`src/rtl/imul_pkg.sv`:
```
// imul_pkg: shared FSM state type and counter sizing for the iterative multiplier
package imul_pkg;

    typedef enum logic [1:0] {
        IDLE = 2'd0,
        CALC = 2'd1,
        DONE = 2'd2
    } state_e;

    // Counter wide enough to hold NBITS/K with one bit of headroom
    function automatic int cnt_width(input int nbits, input int k);
        return $clog2(nbits / k) + 1;
    endfunction

    localparam int DEFAULT_NBITS = 32;
    localparam int DEFAULT_K     = 1;

endpackage

```
`src/rtl/imul_iterative_dpath.sv`:
```
// imul_iterative_dpath: operand shift registers, K-bit partial-product accumulator and step counter
// Optional build macro: IMUL_ITERATIVE_EARLY_TERM_EN adds the b_zero status output
module imul_iterative_dpath
    import imul_pkg::*;
#(
    parameter int NBITS = DEFAULT_NBITS,
    parameter int K     = DEFAULT_K
) (
    input  logic             clk,
    input  logic             reset,
    input  logic             load_i,
    input  logic             step_i,
    input  logic [NBITS-1:0] a_i,
    input  logic [NBITS-1:0] b_i,
    output logic [NBITS-1:0] result_o,
`ifdef IMUL_ITERATIVE_EARLY_TERM_EN
    output logic             b_zero_o,
`endif
    output logic             last_step_o
);

    localparam int CW    = cnt_width(NBITS, K);
    localparam int STEPS = NBITS / K;

    logic [NBITS-1:0] a_q, a_d;
    logic [NBITS-1:0] b_q, b_d;
    logic [NBITS-1:0] res_q, res_d;
    logic [CW-1:0]    cnt_q, cnt_d;
    logic [NBITS-1:0] pp;

    // Partial product of the full multiplicand and the low K multiplier bits, wrapping at NBITS
    always_comb begin
        pp    = a_q * {{(NBITS-K){1'b0}}, b_q[K-1:0]};
        a_d   = load_i ? a_i : step_i ? a_q << K : a_q;
        b_d   = load_i ? b_i : step_i ? b_q >> K : b_q;
        res_d = load_i ? '0  : step_i ? res_q + pp : res_q;
        cnt_d = load_i ? '0  : step_i ? cnt_q + 1'b1 : cnt_q;
    end

    // Datapath registers, cleared immediately by reset
    always_ff @(posedge clk or posedge reset) begin
        if (reset) begin
            a_q   <= '0;
            b_q   <= '0;
            res_q <= '0;
            cnt_q <= '0;
        end else begin
            a_q   <= a_d;
            b_q   <= b_d;
            res_q <= res_d;
            cnt_q <= cnt_d;
        end
    end

    assign result_o    = res_q;
    assign last_step_o = cnt_q == CW'(STEPS - 1);
`ifdef IMUL_ITERATIVE_EARLY_TERM_EN
    assign b_zero_o    = b_q == '0;
`endif

endmodule

```
`src/rtl/imul_iterative_param.sv`:
```
// imul_iterative_param: parametrised iterative multiplier with val/rdy streams, FSM plus handshake decode
// Optional build macro: IMUL_ITERATIVE_EARLY_TERM_EN leaves CALC as soon as the multiplier is exhausted
module imul_iterative_param
    import imul_pkg::*;
#(
    parameter int NBITS = DEFAULT_NBITS,
    parameter int K     = DEFAULT_K
) (
    input  logic               clk,
    input  logic               reset,
    input  logic               istream_val,
    output logic               istream_rdy,
    input  logic [2*NBITS-1:0] istream_msg,
    output logic               ostream_val,
    input  logic               ostream_rdy,
    output logic [NBITS-1:0]   ostream_msg
);

    state_e     state_q;
    logic       in_fire;
    logic       out_fire;
    logic       step;
    logic       last_step;
`ifdef IMUL_ITERATIVE_EARLY_TERM_EN
    logic       b_zero;
`endif

    // Moore handshake outputs; rdy is also held low for the whole time reset is asserted
    assign istream_rdy = (state_q == IDLE) & ~reset;
    assign ostream_val = state_q == DONE;
    assign in_fire     = istream_val & istream_rdy;
    assign out_fire    = ostream_val & ostream_rdy;
`ifdef IMUL_ITERATIVE_EARLY_TERM_EN
    assign step        = (state_q == CALC) & ~b_zero;
`else
    assign step        = state_q == CALC;
`endif

    // Control FSM: accept in IDLE, iterate in CALC, hold the result in DONE until taken
    always_ff @(posedge clk or posedge reset) begin
        if (reset) begin
            state_q <= IDLE;
        end else begin
            case (state_q)
                IDLE:    if (in_fire) state_q <= CALC;
`ifdef IMUL_ITERATIVE_EARLY_TERM_EN
                CALC:    if (b_zero || last_step) state_q <= DONE;
`else
                CALC:    if (last_step) state_q <= DONE;
`endif
                DONE:    if (out_fire) state_q <= IDLE;
                default: state_q <= IDLE;
            endcase
        end
    end

    imul_iterative_dpath #(
        .NBITS (NBITS),
        .K     (K)
    ) u_dpath (
        .clk         (clk),
        .reset       (reset),
        .load_i      (in_fire),
        .step_i      (step),
        .a_i         (istream_msg[2*NBITS-1:NBITS]),
        .b_i         (istream_msg[NBITS-1:0]),
        .result_o    (ostream_msg),
`ifdef IMUL_ITERATIVE_EARLY_TERM_EN
        .b_zero_o    (b_zero),
`endif
        .last_step_o (last_step)
    );

endmodule

```
`config.mk`:
```
export PLATFORM = sky130hd
export DESIGN_NAME = imul_iterative_param
export DESIGN_NICKNAME = d
export VERILOG_FILES = /design/src/rtl/imul_pkg.sv /design/src/rtl/imul_iterative_dpath.sv /design/src/rtl/imul_iterative_param.sv
export SDC_FILE = /design/constraint.sdc
export NUM_CORES = 1
export LEC_CHECK = 0
export BUFFER_PORTS_ARGS = -buffer_cell sky130_fd_sc_hd__buf_4
export CORE_MARGIN = 1
export CORE_UTILIZATION = 58
export CTS_CLUSTER_DIAMETER = 50
export DETAILED_ROUTE_END_ITERATION = 16
export PLACE_DENSITY = 0.88
export SYNTH_ARGS = -nofsm -noshare
export SYNTH_HDL_FRONTEND = slang
export SYNTH_HIERARCHICAL = 1
export SYNTH_SLANG_ARGS = --single-unit
export TNS_END_PERCENT = 1
```
`constraint.sdc`:
```
create_clock -name clk -period 4.22 [get_ports clk]
set_clock_uncertainty 0.15 [all_clocks]
set_input_delay 0.844 -clock clk [delete_from_list [all_inputs] [get_ports clk]]
set_output_delay 0.844 -clock clk [all_outputs]
set_load 0.01 [all_outputs]
```
After elaboration in Yosys (flattened, before gate mapping)
Cells that the tools add are included.
Storage, ports and cells
  register bits after elaboration: 104
  input port bits: 68
Cells by class
  add/sub/neg operators: 2
  bitwise gates (word level): 4
  multiplexer cells: 12
  eq/ne operators: 6
  multipliers: 1
  reductions and logical operators: 3
Operator list (count)
  32-bit 2-to-1 mux: 6
  32-bit adder: 1
  32-bit by 1-bit multiplier with 32-bit output: 1
  6-bit 2-to-1 mux: 2
  6-bit by 1-bit adder with 6-bit output (second input constant): 1
  6-bit by 5-bit equality test with 1-bit output (second input constant): 1
  2-bit 2-to-1 mux: 3
  2-bit one-hot mux with 3 select lines: 1
  2-bit by 1-bit != test with 1-bit output (second input constant): 2
  1-bit bitwise AND: 3
  3-bit AND reduction: 1
  2-bit by 1-bit equality test with 1-bit output (second input constant): 1
  2-bit equality test (second input constant): 1
  2-bit logical NOT: 1
  2-bit != test (second input constant): 1
  2-bit nonzero test: 1
  1-bit inverter: 1

Depth between registers and ports, before layout
Gate-level depths: netlist (run 1).
  word-level depth: 5
  mapped depth: 13

Cells and area by module
Netlist (run 1), hierarchy kept.
Modules (own cells, without submodules)
  imul_iterative_dpath: area each 6367.4 µm², cells an instance 689, sequential area each 2552.4 µm², instances 1
  imul_iterative_param: area each 112.6 µm², cells an instance 11, sequential area each 50.0 µm², instances 1

Worst setup path before layout (run 1)
Ideal clock, no wire load.
  kind: flip-flop to flip-flop
  start: register u_dpath.b_q[0]
  end: register u_dpath.res_q[20] (netlist: u_dpath/result_o[20])
  period minus slack after synthesis: 3030 ps
  setup slack: 1190 ps
  buffers on the path: 1
  stages on the path, launching flop included: 13
  arrival: 2807 ps
  cells stage by stage: dfrtp_1 > clkbuf_1 > nand2_1 > fa_1 > nand2b_1 > a21o_1 > a21oi_1 > o22ai_1 > or4_2 > nand3_1 > xor2_1 > mux2i_1 > nor2_1
On the way
  word-level cells in the longest chain between the ends: 4
RTL lines
  start: declaration: line imul_iterative_dpath.sv:26  | logic [NBITS-1:0] b_q, b_d;
  start signal: assignment: line imul_iterative_dpath.sv:44  | b_q <= '0;
  start signal: assignment: line imul_iterative_dpath.sv:49  | b_q <= b_d;
  32-bit by 1-bit multiplier with 32-bit output: line imul_iterative_dpath.sv:33  | pp = a_q * {{(NBITS-K){1'b0}}, b_q[K-1:0]};
  32-bit adder: line imul_iterative_dpath.sv:36  | res_d = load_i ? '0 : step_i ? res_q + pp : res_q;
  32-bit 2-to-1 mux (2 in a row): line imul_iterative_dpath.sv:36
  end signal: assignment: line imul_iterative_dpath.sv:50  | res_q <= res_d;
  end: declaration: line imul_iterative_dpath.sv:27  | logic [NBITS-1:0] res_q, res_d;
Every way passes these cells. The select of a mux whose other input is x is not followed.
A chain may end at the register's enable or synchronous reset.

Final worst setup path (run 1)
  start: register u_dpath.a_q[0]
  end: register u_dpath.res_q[30] (netlist: u_dpath/result_o[30])
On the way
  word-level cells in the longest chain between the ends: 4
RTL lines
  start: declaration: line imul_iterative_dpath.sv:25  | logic [NBITS-1:0] a_q, a_d;
  start signal: assignment: line imul_iterative_dpath.sv:43  | a_q <= '0;
  start signal: assignment: line imul_iterative_dpath.sv:48  | a_q <= a_d;
  32-bit by 1-bit multiplier with 32-bit output: line imul_iterative_dpath.sv:33
  32-bit adder: line imul_iterative_dpath.sv:36
  32-bit 2-to-1 mux (2 in a row): line imul_iterative_dpath.sv:36
Every way passes these cells. The select of a mux whose other input is x is not followed.

==> Implementation_results.wiki, run 1 <==
{| class="wikitable"
! Metric !! Value
|-
| Layout net count || a little under 900
|-
| Source-to-sink clock delay at the later pin of the worst-skew pair || about 0.39 ns
|-
| CTS Hold Bufs || 0
|-
| Number of enable-type register cells in the synthesized netlist || 0
|-
| Post-synthesis sequential area ratio || around 40%
|-
| Maximum count of clock buffers along a single path || 2
|-
| Post-Synth Simple-Gate Area || 15.1%
|-
| CP Data Arrival Time || 3.46 ns
|-
| DRC viols || 0
|-
| Areal power density over the cells || between 600 and 700 nW/um^2
|-
| Final ANT Viol Nets || 0
|-
| Vias after detailed routing || 5,326
|-
| Synth top area cells || sky130_fd_sc_hd__dfrtp_1 40%, sky130_fd_sc_hd__mux2i_1 13%, sky130_fd_sc_hd__ha_1 6.2%, sky130_fd_sc_hd__o21ai_0 6.0%, sky130_fd_sc_hd__nand2_1 5.4%
|-
| Sum of buffers and inverters on the critical path || 1
|-
| Area enclosed by the die boundary || 11,600 sq um
|-
| Rows || 38
|-
| Half-perimeter wire length of the detailed placement result || approximately 10,000 um
|-
| Seq cells post-synth || between 100 and 150
|-
| Chip width || about 110 um
|-
| XOR/XNOR Fraction of Synth Area || 4.05%
|-
| Netlist Area Pre-Place || about 6500 sq um
|-
| Wire length reported by the detailed router || 14,300 um
|-
| Number of warning messages in the yosys log || 6
|-
| Number of max-cap violations || 0
|-
| Via count normalized by instance count || 5.77
|-
| Number of cells produced by synthesis || 700
|-
| Diodes inserted || 0
|-
| Number of max-slew violations in the final report || 0
|-
| Top cell type's share of synthesized area || around 40%
|-
| Highest-delay cell along the critical path || sky130_fd_sc_hd__o41ai_2
|-
| Leading register cell type out of synthesis || sky130_fd_sc_hd__dfrtp_1
|-
| CTS clk-pin slew, worst paths || 0.10 ns
|-
| IO Port Bufs || 101
|-
| Die height || ~110 um
|-
| Clk pwr share || roughly 11%
|-
| Post-cts sizing count || 0
|-
| Cell family with the largest share of critical-path delay || compound AO/OA/AOI/OAI gates
|-
| Pre-antenna DRT Iters || 5
|-
| Antenna violations before repair || 0
|-
| Worst hold slack || about 0.20 ns
|-
| Net switching fraction of the power || between 40% and 50%
|-
| Total internal power || 2990 uW
|-
| Placed cell area || 7340 sq um
|-
| Number of setup buffers added after CTS || 0
|-
| Num Clock Sinks || approximately 100
|-
| CTS buffer count || 9
|-
| Synthesized-area fraction occupied by ao, oa, aoi and oai cells || around 17%
|-
| Tmin final || ~3.3 ns
|-
| Ratio of cells with drive above 1 in the final layout || roughly 18%
|-
| Largest voltage drop on the vdd net || 0.345 mV
|-
| Critical setup path kind || flop to flop
|-
| Total Negative Setup Slacks || 0 ns
|-
| Critical path cell sequence || and2_1 > ha_1 > inv_1 > fa_1 > nand2b_1 > a21o_1 > a21oi_1 > o22ai_1 > o41ai_2 > a21oi_1 > o31ai_2 > xnor2_1 > o22ai_1
|-
| Required time at the endpoint of the critical path || 4.34 ns
|-
| Share of power burned in registers || about a third
|-
| Total grt overflow || 0
|-
| Dominant combinational cell family by area after synthesis || compound AO/OA/AOI/OAI gates
|-
| Hold violation total from the final report || 0
|-
| Gr usage total || between 20% and 30%
|-
| Floorplan core area || around 11,000 sq um
|-
| CTS H-Tree Depth || 3
|-
| Status || completed
|-
| Unrepaired setup endpoints after global routing || no
|-
| Initial cell density of the core || 59.8%
|-
| Leakage || just under 0.004 uW
|-
| Buffer type at the clock tree root || sky130_fd_sc_hd__clkbuf_8
|-
| Syn avg cell area || a little over 9 sq um
|-
| Reported net switching power || roughly 2200 uW
|-
| Number of distinct library cells after synthesis || 56
|-
| Routability congestion estimate from global placement || 0.964
|-
| Most frequent cell after synthesis || sky130_fd_sc_hd__dfrtp_1
|-
| Crit start category || flop
|-
| Number of cells after detailed placement || ~910
|-
| Setup-failing EPs final || 0
|-
| Maximum frequency from static timing analysis || 300 MHz
|-
| Wire length of the first global-routing pass || 23,900 um
|-
| Average routed wire per standard cell || 15.5 um
|-
| Via count of the first global-routing pass || 5,218
|-
| Area added between synthesis and finish || 16.0%
|-
| TritonCTS clock tree || yes
|-
| Adder and majority cell fraction of the synthesized area || under 10%
|-
| Transition time of the tightest slew-check pin || approximately 0.94 ns
|-
| Cell types with the highest counts after synthesis || 104 x sky130_fd_sc_hd__dfrtp_1, 94 x sky130_fd_sc_hd__nand2_1, 84 x sky130_fd_sc_hd__mux2i_1, 78 x sky130_fd_sc_hd__o21ai_0, 47 x sky130_fd_sc_hd__nor2_1
|-
| Fill cell total of the finished layout || 855
|-
| Kind of path behind the tightest hold check || primary input to asynchronous set/reset pin
|-
| Post-route non-filler standard cell count || a little over 900
|-
| Max_slew headroom || approximately 37%
|-
| Ratio of final minimum period to clock period || between 70% and 80%
|-
| Critical path peak fanout || 4
|-
| Cell type contributing the most total cell area after synthesis || sky130_fd_sc_hd__dfrtp_1
|-
| Num ports || just over 100
|-
| Share of synthesized flip-flops with an asynchronous set or reset || 100%
|-
| Summed area of non-filler cells in the final layout || between 7000 and 8000 sq um
|-
| Gate power share || between 50% and 60%
|-
| Maximum number of pins on one net before global-route repair || between 150 and 200
|-
| Final core utilization || 69.4%
|-
| Largest stage delay on the critical path || roughly 0.44 ns
|-
| Net count after synthesis || ~800
|-
| Mux contribution to synthesized area || roughly an eighth
|-
| Critical path endpoint category || flop
|-
| First DRT Iteration DRCs || around 280
|}
## layout by cell type, fill, tap and decap left out, drive strengths merged, types with 2 or more instances in the layout
cell type / instances
a21o: 18
and2: 30
clkbuf: 11
and3: 3
o22ai: 5
or3: 6
nor2: 47
ha: 32
o21ai: 81
clkinv: 3
inv: 19
o211ai: 3
o31ai: 3
xor2: 12
a211o: 5
a31oi: 4
o2111ai: 2
dfrtp: 104
nor3: 5
buf: 109
nand4: 8
nand2b: 2
nand2: 94
xnor2: 18
nor2b: 4
mux2i: 84
a221oi: 2
nand3: 4
a21oi: 34
a211oi: 8
o21a: 6
o21bai: 3
## sequential cells by signal (all words and copies together) (netlist names)
register,count
u_dpath/a_q,32
u_dpath/b_q,32
u_dpath/result_o,32
u_dpath/cnt_q,6
state_q,2
## worst register-to-register path, cell delays in order, from the launching register on
cell and delay [ns]:
sky130_fd_sc_hd__dfrtp_1 0.39, sky130_fd_sc_hd__and2_1 0.14, sky130_fd_sc_hd__ha_1 0.19, sky130_fd_sc_hd__inv_1 0.07
sky130_fd_sc_hd__fa_1 0.40, sky130_fd_sc_hd__nand2b_1 0.18, sky130_fd_sc_hd__a21o_1 0.19, sky130_fd_sc_hd__a21oi_1 0.20
sky130_fd_sc_hd__o22ai_1 0.18, sky130_fd_sc_hd__o41ai_2 0.44, sky130_fd_sc_hd__a21oi_1 0.19, sky130_fd_sc_hd__o31ai_2 0.27
sky130_fd_sc_hd__xnor2_1 0.15, sky130_fd_sc_hd__o22ai_1 0.09
## power by group through the flow
| stage | clock [uW] | sequential [uW] | combinational, uW |
|---|---|---|---|
| after floorplan | 0 | 1770 | 2060 |
| after detailed placement | 0 | 1810 | 2820 |
| final | 581 | 1800 | 2840 |
| after global placement | 0 | 1800 | 2710 |
| after CTS | 603 | 1800 | 2830 |
| after global routing | 639 | 1850 | 3160 |
## final cells by class
type | instances | area [sq um] | share of cell area (%)
Sequential cell | 104 | 2600 | 34.6
Timing Repair Buffer | 109 | 843 | 11.2
Inverter | 19 | 73.8 | 0.982
Clock buffer | 11 | 151 | 2.01
Multi-Input combinational cell | 536 | 3640 | 48.5
Clock inverter | 4 | 30.0 | 0.399
Tap cell | 140 | 175 | 2.33
## worst paths after layout
check,from,endpoint,slack (ns),depth (start not counted)
min reg2reg,u_dpath/b_q[31]$_DFFE_PP0P_,u_dpath/b_q[31]$_DFFE_PP0P_,0.40,2
min in group clk,u_dpath/b_q[31]$_DFFE_PP0P_,u_dpath/b_q[31]$_DFFE_PP0P_,0.40,2
max,u_dpath/a_q[0]$_DFFE_PP0P_,u_dpath/result_o[30]$_DFFE_PP0P_,0.89,13
max in group asynchronous,reset,u_dpath/b_q[7]$_DFFE_PP0P_,2.62,3
min,reset,state_q[1]$_DFFE_PP0P_,0.20,2
max reg2reg,u_dpath/a_q[0]$_DFFE_PP0P_,u_dpath/result_o[30]$_DFFE_PP0P_,0.89,13
## routing by layer
layer / track usage (%) / vias to the layer above / wire length [um]
li1: - / 2617 / -
met1: 32.1 / 2548 / 6160
met2: 45.1 / 137 / 7160
met3: 7.14 / 24 / 772
met4: 7.14 / 0 / 227
met5: 0 / - / 0
## logic make-up after synthesis
kind of cell | after synthesis
DFF | 104
and+or+nand+nor | 207
xor gates and xnor gates | 30
buffers and inverters | 60
adders and majority gates | 33
AOI/OAI and AO/OA | 181
muxes | 85
## metrics by stage
stage          worst slack (ns)  power (uW)
6_report                  0.886        5220
2_1_floorplan             0.551        3840
5_1_grt                   0.707        5650
3_3_place_gp               1.04        4510
3_5_place_dp              0.933        4630
4_1_cts                   0.911        5230
Power figures use the tool's default switching activity.
==> run 2, diff against run 1 <==
clock period = 3.15 ns   (was 4.22 ns; I/O delays follow)
==> Implementation_results.wiki, run 2 (synthesized netlist as in run 1, its figures left out) <==
{| class="wikitable"
! Metric !! Value
|-
| Status || finished with violations
|-
| Failing checks || negative setup slack
|-
| Reg-to-reg critical path startpoint || u_dpath/b_q[0]$_DFFE_PP0P_
|-
| CP Launch Point || u_dpath/b_q[0]$_DFFE_PP0P_
|-
| Critical path peak fanout || 12 (+8)
|-
| TritonCTS clock tree || yes
|-
| Source-to-sink clock delay at the later pin of the worst-skew pair || 0.39 ns (about the same)
|-
| Routability congestion estimate from global placement || 0.896 (-7.0%)
|-
| Max_slew headroom || 41.4% (+3.9 points)
|-
| Vias after detailed routing || 5,778 (+8.5%)
|-
| Setup-failing EPs final || 2 (+2)
|-
| Maximum count of clock buffers along a single path || 2 (unchanged)
|-
| Total internal power || 4540 uW (+52%)
|-
| Gate power share || 58.5% (+4.1 points)
|-
| Share of power burned in registers || 31.0% (-3.4 points)
|-
| Met1 usage || 34.6% (+2.5 points)
|-
| Leakage || 0.00429 uW (+7.7%)
|-
| Top library cells by usage in the layout, fill and taps aside || 156 x sky130_fd_sc_hd__buf_4, 104 x sky130_fd_sc_hd__dfrtp_1, 93 x sky130_fd_sc_hd__nand2_1
|-
| Number of max-cap violations || 0 (unchanged)
|-
| Final core utilization || 75.8% (+6.4 points)
|-
| Via count of the first global-routing pass || 5,538 (+6.1%)
|-
| Total grt overflow || 0 (unchanged)
|-
| Antenna violations before repair || 0 (unchanged)
|-
| Reported net switching power || 3420 uW (+54%)
|-
| Initial cell density of the core || 59.8% (unchanged)
|-
| CTS H-Tree Depth || 3 (unchanged)
|-
| Via count normalized by instance count || 5.92 (+2.6%)
|-
| Number of max-slew violations in the final report || 0 (unchanged)
|-
| Num Clock Sinks || 104 (unchanged)
|-
| CP Data Arrival Time || 3.26 ns (-0.20 ns)
|-
| Final ANT Viol Nets || 0 (unchanged)
|-
| Gr usage total || 28.4% (+2.2 points)
|-
| Wire length of the first global-routing pass || 25,800 um (+7.7%)
|-
| Largest voltage drop on the vdd net || 0.584 mV (+69%)
|-
| Layout net count || 932 (+5.9%)
|-
| Die height || 108 um (unchanged)
|-
| CTS buffer count || 9 (unchanged)
|-
| Placed cell area || 7700 sq um (+5.0%)
|-
| Net switching fraction of the power || 42.9% (+0.31 points)
|-
| IO Port Bufs || 101 (unchanged)
|-
| Critical setup path kind || flop to flop
|-
| Crit start category || flop
|-
| CTS clk-pin slew, worst paths || 0.11 ns (about the same)
|-
| Ratio of final minimum period to clock period || 101% (+22 points)
|-
| Tmin final || 3.17 ns (-0.164 ns)
|-
| Maximum number of pins on one net before global-route repair || 86 (-47%)
|-
| Num ports || 102 (unchanged)
|-
| Clk pwr share || 10.5% (-0.6 points)
|-
| DRC viols || 0 (unchanged)
|-
| Kind of path behind the tightest hold check || primary input to flop
|-
| Required time at the endpoint of the critical path || 3.24 ns (-1.10 ns)
|-
| Hold violation total from the final report || 0 (unchanged)
|-
| GRT met3 Usage || 6.17% (-0.97 points)
|-
| First DRT Iteration DRCs || 395 (+42%)
|-
| Unrepaired setup endpoints after global routing || yes
|-
| Areal power density over the cells || 968 nW/um^2 (+40%)
|-
| Ratio of cells with drive above 1 in the final layout || 27.3% (+9.4 points)
|-
| Diodes inserted || 0 (unchanged)
|-
| Summed area of non-filler cells in the final layout || 8210 sq um (+9.2%)
|-
| Leading cell type in the layout, fill and taps excluded || sky130_fd_sc_hd__buf_4
|-
| Transition time of the tightest slew-check pin || 0.879 ns (-0.0591 ns)
|-
| Chip width || 108 um (unchanged)
|-
| Average routed wire per standard cell || 17.0 um (+9.7%)
|-
| Pre-antenna DRT Iters || 5 (unchanged)
|-
| GRT Max-Usage Layer || met2
|-
| Wire length reported by the detailed router || 16,600 um (+16%)
|-
| Met2 track utilization from global routing || 48.9% (+3.8 points)
|-
| Maximum frequency from static timing analysis || 315 MHz (+5.2%)
|-
| Floorplan core area || 10,800 sq um (unchanged)
|-
| Total power || 7950 uW (+52%)
|-
| Half-perimeter wire length of the detailed placement result || 11,200 um (+6.9%)
|-
| Post-route setup slack || -0.0196 ns (-0.906 ns)
|-
| Critical path endpoint category || flop
|-
| Area enclosed by the die boundary || 11,600 sq um (unchanged)
|-
| Buffer type at the clock tree root || sky130_fd_sc_hd__clkbuf_8
|-
| Rows || 38 (unchanged)
|-
| Worst Min Path Start || istream_msg[56]
|-
| Area added between synthesis and finish || 26.8%
|}
## run 2: repair_timing
item,4_1_cts,5_1_grt
setup buffers,0,4
endpoints found under the hold margin,2,0
resized for setup,6,35
hold buffers,1,0
pin swaps,2,13
endpoints found under the setup margin,10,16
## run 2: final timing paths
check / endpoint / slack (ns) / depth (start not counted)
max in group asynchronous: u_dpath/result_o[15]$_DFFE_PP0P_ / 1.30 / 4
hold / removal: u_dpath/a_q[24]$_DFFE_PP0P_ / 0.28 / 3
hold reg to reg: u_dpath/result_o[26]$_DFFE_PP0P_ / 0.41 / 2
setup / recovery: u_dpath/result_o[30]$_DFFE_PP0P_ / -0.02 / 13
setup reg to reg: u_dpath/result_o[30]$_DFFE_PP0P_ / -0.02 / 13
min in group asynchronous: state_q[0]$_DFFE_PP0P_ / 0.53 / 3
## run 2: per-layer routing
metal / part of all wire, % / wire, um
met2: 51 / 8440
met1: 41 / 6750
met5: 0 / 0
met4: 3.2 / 538
met3: 5.4 / 895
## run 2: stage by stage
step / TNS (ns) / hold slack [ns] / setup slack, ns / instances
2_1_floorplan: 0 / 0.221 / 0.120 / 700
3_3_place_gp: -0.108 / 0.380 / -0.0449 / 955
3_5_place_dp: -0.818 / 0.386 / -0.170 / 955
4_1_cts: -0.0704 / 0.266 / -0.0305 / 972
5_1_grt: -1.07 / 0.264 / -0.155 / 976
6_report: -0.0248 / 0.281 / -0.0196 / 976
## run 2: layout make-up
class,count,area [sq um]
clock buffer,11,151
clock inverter,5,45.0
fill,742,2630
inverter,19,75.1
multi-input combinational,536,3910
sequential,104,2600
tap,140,175
timing repair buffer,161,1250
## run 2: worst max-delay path: stages, from the launching register on
cell                       delay, ns
sky130_fd_sc_hd__dfrtp_1        0.41
sky130_fd_sc_hd__buf_4          0.14
sky130_fd_sc_hd__buf_4          0.17
sky130_fd_sc_hd__and2_1         0.20
sky130_fd_sc_hd__ha_4           0.31
sky130_fd_sc_hd__o211ai_1       0.10
sky130_fd_sc_hd__a21o_1         0.22
sky130_fd_sc_hd__a21oi_2        0.19
sky130_fd_sc_hd__o22ai_2        0.15
sky130_fd_sc_hd__o41ai_4        0.31
sky130_fd_sc_hd__a21oi_2        0.14
sky130_fd_sc_hd__o31ai_2        0.26
sky130_fd_sc_hd__xnor2_1        0.16
sky130_fd_sc_hd__o22ai_1        0.10
## run 2: power groups by stage
stage	clock network (uW)	registers (uW)	logic (uW)
CTS	850	2420	4280
floorplan	0	2380	2770
global route	902	2540	5050
finish	835	2470	4650
detailed placement	0	2430	4220
global placement	0	2400	4050
